==> src/rtl/keypad_scanner_param.sv <==
// Parametrised ROWS x COLS active-low keypad scanner: one row driven low per dwell,
// frame-level debounce, press / auto-repeat / release events and a multi-key flag.
module keypad_scanner_param #(
  parameter int ROWS         = 4,
  parameter int COLS         = 4,
  parameter int KEY_W        = 4,
  parameter int SCAN_DIV     = 16,
  parameter int DEBOUNCE     = 3,
  parameter int REPEAT_DELAY = 32,
  parameter int REPEAT_RATE  = 8,
  parameter int CNT_W        = 8
) (
  input  logic             clk,
  input  logic             rst_n,
  input  logic             en,
  input  logic [COLS-1:0]  col_n,
  output logic [ROWS-1:0]  row_n,
  output logic [KEY_W-1:0] key,
  output logic             key_valid,
  output logic             pressed,
  output logic             released,
  output logic             multi
);

  localparam int RW = (ROWS > 1) ? $clog2(ROWS) : 1;
  localparam int CW = (COLS > 1) ? $clog2(COLS) : 1;
  localparam int DW = $clog2(DEBOUNCE + 1);

  typedef enum logic [1:0] {RES_NONE, RES_SINGLE, RES_MULTI} res_kind_t;
  typedef enum logic {ST_IDLE, ST_HELD} state_t;

  state_t           state, state_nxt;
  logic             active;
  logic [RW-1:0]    row_idx;
  logic [CNT_W-1:0] dwell_cnt;
  res_kind_t        acc_kind, cur_kind, prev_kind;
  logic [KEY_W-1:0] acc_key, cur_key, prev_key, row_key;
  logic [DW-1:0]    db_cnt, db_nxt;
  logic [CNT_W-1:0] rep_cnt, rep_nxt;
  logic [1:0]       row_hits;
  logic [CW-1:0]    row_col;
  logic             sample, frame_end, same, stable;
  logic [KEY_W-1:0] key_nxt;
  logic             kv_nxt, pressed_nxt, rel_nxt, multi_nxt;

  assign sample    = en && active && (dwell_cnt == CNT_W'(SCAN_DIV - 1));
  assign frame_end = sample && (row_idx == RW'(ROWS - 1));

  always_comb begin
    row_n = '1;
    if (active) row_n[row_idx] = 1'b0;
  end

  // Contacts on the driven row: 0, 1 or "2 or more".
  always_comb begin
    row_hits = '0;
    row_col  = '0;
    for (int unsigned c = 0; c < COLS; c++) begin
      if (!col_n[c]) begin
        if (row_hits != 2'd2) row_hits = row_hits + 2'd1;
        row_col = c[CW-1:0];
      end
    end
  end

  assign row_key = KEY_W'(row_idx) * KEY_W'(COLS) + KEY_W'(row_col);

  // Fold this row into the result accumulated over the earlier rows of the frame.
  always_comb begin
    cur_kind = acc_kind;
    cur_key  = acc_key;
    if (row_hits == 2'd2) begin
      cur_kind = RES_MULTI;
    end else if (row_hits == 2'd1) begin
      if (acc_kind == RES_NONE) begin
        cur_kind = RES_SINGLE;
        cur_key  = row_key;
      end else begin
        cur_kind = RES_MULTI;
      end
    end
  end

  always_comb begin
    same   = (cur_kind == prev_kind) && ((cur_kind != RES_SINGLE) || (cur_key == prev_key));
    db_nxt = DW'(1);
    if (same) db_nxt = (db_cnt >= DW'(DEBOUNCE)) ? db_cnt : db_cnt + DW'(1);
    stable = (db_nxt >= DW'(DEBOUNCE));
  end

  always_ff @(posedge clk or negedge rst_n) begin
    if (!rst_n) begin
      active    <= 1'b0;
      row_idx   <= '0;
      dwell_cnt <= '0;
      acc_kind  <= RES_NONE;
      acc_key   <= '0;
      prev_kind <= RES_NONE;
      prev_key  <= '0;
      db_cnt    <= '0;
    end else if (!en) begin
      active    <= 1'b0;
      row_idx   <= '0;
      dwell_cnt <= '0;
      acc_kind  <= RES_NONE;
      acc_key   <= '0;
      prev_kind <= RES_NONE;
      prev_key  <= '0;
      db_cnt    <= '0;
    end else if (!active) begin
      active <= 1'b1;
    end else begin
      if (dwell_cnt == CNT_W'(SCAN_DIV - 1)) begin
        dwell_cnt <= '0;
        row_idx   <= (row_idx == RW'(ROWS - 1)) ? '0 : row_idx + RW'(1);
      end else begin
        dwell_cnt <= dwell_cnt + CNT_W'(1);
      end
      if (sample) begin
        if (frame_end) begin
          acc_kind  <= RES_NONE;
          acc_key   <= '0;
          prev_kind <= cur_kind;
          prev_key  <= cur_key;
          db_cnt    <= db_nxt;
        end else begin
          acc_kind <= cur_kind;
          acc_key  <= cur_key;
        end
      end
    end
  end

  always_comb begin
    state_nxt   = state;
    key_nxt     = key;
    kv_nxt      = 1'b0;
    rel_nxt     = 1'b0;
    pressed_nxt = pressed;
    multi_nxt   = multi;
    rep_nxt     = rep_cnt;
    if (!en) begin
      state_nxt   = ST_IDLE;
      pressed_nxt = 1'b0;
      multi_nxt   = 1'b0;
      rep_nxt     = '0;
      rel_nxt     = pressed;
    end else if (frame_end && stable) begin
      unique case (state)
        ST_IDLE: begin
          unique case (cur_kind)
            RES_SINGLE: begin
              key_nxt     = cur_key;
              kv_nxt      = 1'b1;
              pressed_nxt = 1'b1;
              multi_nxt   = 1'b0;
              rep_nxt     = CNT_W'(REPEAT_DELAY);
              state_nxt   = ST_HELD;
            end
            RES_MULTI: multi_nxt = 1'b1;
            default:   multi_nxt = 1'b0;
          endcase
        end
        ST_HELD: begin
          unique case (cur_kind)
            RES_SINGLE: begin
              multi_nxt = 1'b0;
              if (cur_key == key) begin
                // Counter parks at zero when repeat is disabled.
                if (rep_cnt != '0) begin
                  if ((rep_cnt == CNT_W'(1)) && (REPEAT_RATE != 0)) begin
                    kv_nxt  = 1'b1;
                    rep_nxt = CNT_W'(REPEAT_RATE);
                  end else begin
                    rep_nxt = rep_cnt - CNT_W'(1);
                  end
                end
              end else begin
                key_nxt = cur_key;
                kv_nxt  = 1'b1;
                rep_nxt = CNT_W'(REPEAT_DELAY);
              end
            end
            RES_MULTI: multi_nxt = 1'b1;
            default: begin
              rel_nxt     = 1'b1;
              pressed_nxt = 1'b0;
              multi_nxt   = 1'b0;
              state_nxt   = ST_IDLE;
            end
          endcase
        end
        default: state_nxt = ST_IDLE;
      endcase
    end
  end

  always_ff @(posedge clk or negedge rst_n) begin
    if (!rst_n) begin
      state     <= ST_IDLE;
      key       <= '0;
      key_valid <= 1'b0;
      pressed   <= 1'b0;
      released  <= 1'b0;
      multi     <= 1'b0;
      rep_cnt   <= '0;
    end else begin
      state     <= state_nxt;
      key       <= key_nxt;
      key_valid <= kv_nxt;
      pressed   <= pressed_nxt;
      released  <= rel_nxt;
      multi     <= multi_nxt;
      rep_cnt   <= rep_nxt;
    end
  end

endmodule

==> config.mk <==
export PLATFORM = sky130hd
export DESIGN_NAME = keypad_scanner_param
export DESIGN_NICKNAME = d
export VERILOG_FILES = /design/src/rtl/keypad_scanner_param.sv
export SDC_FILE = /design/constraint.sdc
export NUM_CORES = 1
export LEC_CHECK = 0
export ABC_AREA = 1
export ABC_CLOCK_PERIOD_IN_PS = 2400
export BUFFER_PORTS_ARGS = -buffer_cell sky130_fd_sc_hd__buf_4
export CORE_UTILIZATION = 55
export CTS_CLUSTER_DIAMETER = 30
export DETAILED_ROUTE_END_ITERATION = 7
export PLACE_DENSITY = 0.74
export SYNTH_ARGS = -nofsm -noshare
export SYNTH_HDL_FRONTEND = slang
export SYNTH_SLANG_ARGS = --single-unit
export TNS_END_PERCENT = 1
==> constraint.sdc <==
create_clock -name clk -period 2.4 [get_ports clk]
set_clock_uncertainty 0.05 [all_clocks]
set_input_delay 0.24 -clock clk [delete_from_list [all_inputs] [get_ports clk]]
set_output_delay 0.24 -clock clk [all_outputs]
set_load 0.01 [all_outputs]
==> run_results.csv <==
group,metric,value,unit
status,outcome,"finished clean",
grt,grt_usage,0.2630,
synth,synth-seq-cells,42,
timing,worst_slew_pin_slew,0.5363,ns
setup_path,worst_setup_path_end_kind,"register",
synth,synthAdderAreaFrac,0.06660,
floorplan,core_area,4474,sq um
cells_and_area,finish.utilization,0.7447,
placement,dpl_cell_area,3073,sq um
floorplan,pin_count,19,
detailed_routing,drc,0,
cts,path_clk_slew,0.08,ns
cts,cts_root_buffer,"clkbuf_8",
setup_path,cp_max_fo,6,
synth,synth_cell_type_count,30,
timing,finalCriticalPeriod,2.389,ns
flow_run,cap_violations,0,
setup_path,critical_path.startpoint,"col_n[1]",
cells_and_area,num_antenna_cells,0,
detailed_routing,wl_per_cell,13.84,microns
timing,min_period_over_period,0.9954,
floorplan,die_area,5062,sq um
cts,clock_latency,0.30,ns
floorplan,rows,24,
hold_path,hold_depth,1,
timing,hold_violations,0,
floorplan,die_h,71.15,microns
detailed_routing,drtIter0Drc,253,
floorplan,die_x,71.15,microns
cells_and_area,fin_nets,422,
detailed_routing,first_pass_iters,6,
synth,synth.area.top_cells,"dfrtp_1, nand2_1, ha_1",
setup_path,worstPathArrival,2.58,ns
timing,setup_viol,0,
grt,use_met3,0.04843,
synth,synth.largest_area_cell,"dfrtp_1",
detailed_routing,ant_nets,0,
cts,clock-sinks,42,
setup_path,reg2reg_setup_slack,0.04,ns
pwr,p_leak,1.691,nW
cts,cts_tree,"yes",
placement,post-place-cells,439,
detailed_routing,routed_via_density,5.397,
grt,grt_pass1_wl,10390,microns
cells_and_area,area_growth,26.69,%
timing,slew_violations,0,
synth,synth_top_family_by_area,"simple AND/OR/NAND/NOR gates",
placement,dp_hpwl,4636,microns
grt,grtUsageMet1,0.3687,
timing,fmax,418.6,MHz
setup_path,worstPathRequired,2.59,ns
hold_path,min_to,"active$_DFF_PN0_",
synth,syn_nets,364,
timing,setup_ws,0.01095,ns
timing,setup_tns,0,ns
setup_path,reg2reg_depth,10,
synth,synth-xor-area-share,0.02664,
synth,yosysWarnings,0,
cells_and_area,final_cell_area,3332,sq um
cts,clockBufferDepth,2,
detailed_routing,vias,2445,
setup_path,rr_startpoint,"dwell_cnt[4]$_DFFE_PN0P_",
synth,avgSynthCellArea,7.668,sq um
grt,antenna_found_initial,0,
grt,grt_pass1_vias,2222,
cells_and_area,drive_gt1_frac,0.2793,
timing,slew_headroom,0.6425,
grt,grt_max_degree,43,
detailed_routing,drt_wl_total,6271,microns
pwr,power.density,475.9,nW/um^2
hold_path,worst_hold_startpoint,"en",
hold_path,hold_path.class,"in -> reg",
synth,muxShareOfSynthArea,0,
synth,post-synth-top-area-fraction,0.3996,
grt,top_usage_layer,"met2",
cells_and_area,final_cells,453,
grt,grt_use_met2,0.4148,
synth,synth_compound_area_frac,0.07231,
synth,ys_seq_area_frac,0.3996,
synth,synthCells,343,
cts,htree_levels,2,
synth,synth_area,2630,sq um
floorplan,start_util,0.5878,
cts,numCtsBuffers,5,
grt,grt-ovfl-total,0,
pwr,ir_worst_vdd,0.2847,mV
setup_path,criticalPathCategory,"in -> reg",
setup_path,cp-start-kind,"input pin",
setup_path,worstReg2RegEnd,"key[1]$_DFFE_PN0P_",
synth,synth_simple_gate_area_frac,0.3649,
placement,pre_cts_ws,-0.3695,ns
placement,io_buffer_count,18,
placement,place_congestion,0.8556,
timing,rsz0062_at_grt,"true",
[layout by cell type (no fill, tap or decap), drive strengths merged]
master and n:
o22ai 13, ha 14, nand3b 7, clkbuf 5, xor2 6, nand3 30, xnor2 2, a22o 1
nor2 30, dlygate4sd3 1, nor3 7, inv 43, o31ai 2, dfrtp 42, clkinv 2, nand4 11
or2 2, nor4 3, nand2 109, a21oi 4, buf 54, o21ai 13
[report_power, final]
group          switching, W  internal [W]  leakage, nW
Combinational      0.000238      0.000173         1.07
Clock              0.000245      0.000195       0.0438
Sequential        0.0000148      0.000719        0.581
[metal layers]
| metal | routed length, microns | part of all wire | vias to the layer above |
|---|---|---|---|
| met5 | 0 | 0 | - |
| met4 | 63 | 0.010 | 0 |
| met3 | 307 | 0.049 | 6 |
| met2 | 2911 | 0.46 | 71 |
| met1 | 2988 | 0.48 | 1134 |
| li1 | - | - | 1234 |
[what timing repair did]
action,4_1_cts,5_1_grt
endpoints found under the hold margin,42,0
resized for setup,9,21
setup buffers,2,4
pin swaps,10,26
setup endpoints to repair,12,19
hold buffers,1,0
[how the worst max path moves through the flow]
stage | endpoint | cells past startpoint
2_1_floorplan | key[3]$_DFFE_PN0P_ | 21
3_3_place_gp | rep_cnt[3]$_DFFE_PN0P_ | 22
3_5_place_dp | rep_cnt[3]$_DFFE_PN0P_ | 23
4_1_cts | rep_cnt[3]$_DFFE_PN0P_ | 23
5_1_grt | key[3]$_DFFE_PN0P_ | 23
6_report | key[1]$_DFFE_PN0P_ | 23
[sequential cells by signal, summed over array words and instances (netlist names)]
signal     count
acc_kind       2
active         1
rep_cnt        8
prev_kind      2
multi          1
dwell_cnt      8
row_idx        2
pressed        1
state          1
prev_key       4
acc_key        4
key            4
key_valid      1
db_cnt         2
released       1
[Yosys cell counts (all sizes together)]
cell    count
o21ai      13
xnor2       2
or2         2
xor2        6
o22ai      13
nor3        7
buf         2
nand4      11
a22o        1
nand3b      7
o31ai       2
nor4        3
nor2       30
inv        43
a21oi       4
ha         14
nand3      30
dfrtp      42
clkbuf      2
nand2     109
[kinds of logic (layout without fill, tap and decap cells)]
| kind of cell | after synthesis | after routing |
|---|---|---|
| AO/OA/AOI/OAI | 33 | 33 |
| XOR/XNOR | 8 | 8 |
| adder cells (fa/ha/maj) | 14 | 14 |
| buffers and inverters | 47 | 105 |
| flip-flops | 42 | 42 |
| AND/OR/NAND/NOR | 199 | 199 |
[final cells by class]
class	count	area (sq um)
tap	52	65.06
fill	351	1142
timing repair buffer	55	437.9
inverter	43	166.4
multi-input combinational	254	1533
sequential	42	1051
clock buffer	5	68.82
clock inverter	2	10.01
[critical path, cell delays in order]
cell,delay [ns]
buf_8,0.08
inv_4,0.03
ha_4,0.25
inv_2,0.03
nand2_2,0.06
nand2_2,0.07
ha_4,0.24
nand2_2,0.06
nand2_2,0.05
nor2_4,0.18
nand2_4,0.13
nand2_2,0.09
nand2_2,0.07
nand2_1,0.08
nand2_1,0.05
nor2_1,0.08
nand2_1,0.10
nand2_4,0.09
nand3_4,0.09
nor2_4,0.22
buf_6,0.14
nand3b_1,0.07
nand2_1,0.07
[metrics by stage]
stage               hold slack, ns  total power (W)
floorplan                  -0.1056        0.0009721
global placement            0.2027         0.001097
detailed placement          0.2063         0.001103
CTS                         0.1103         0.001560
global route                0.1119         0.001670
finish                      0.1191         0.001586
Power figures use the tool's default switching activity.
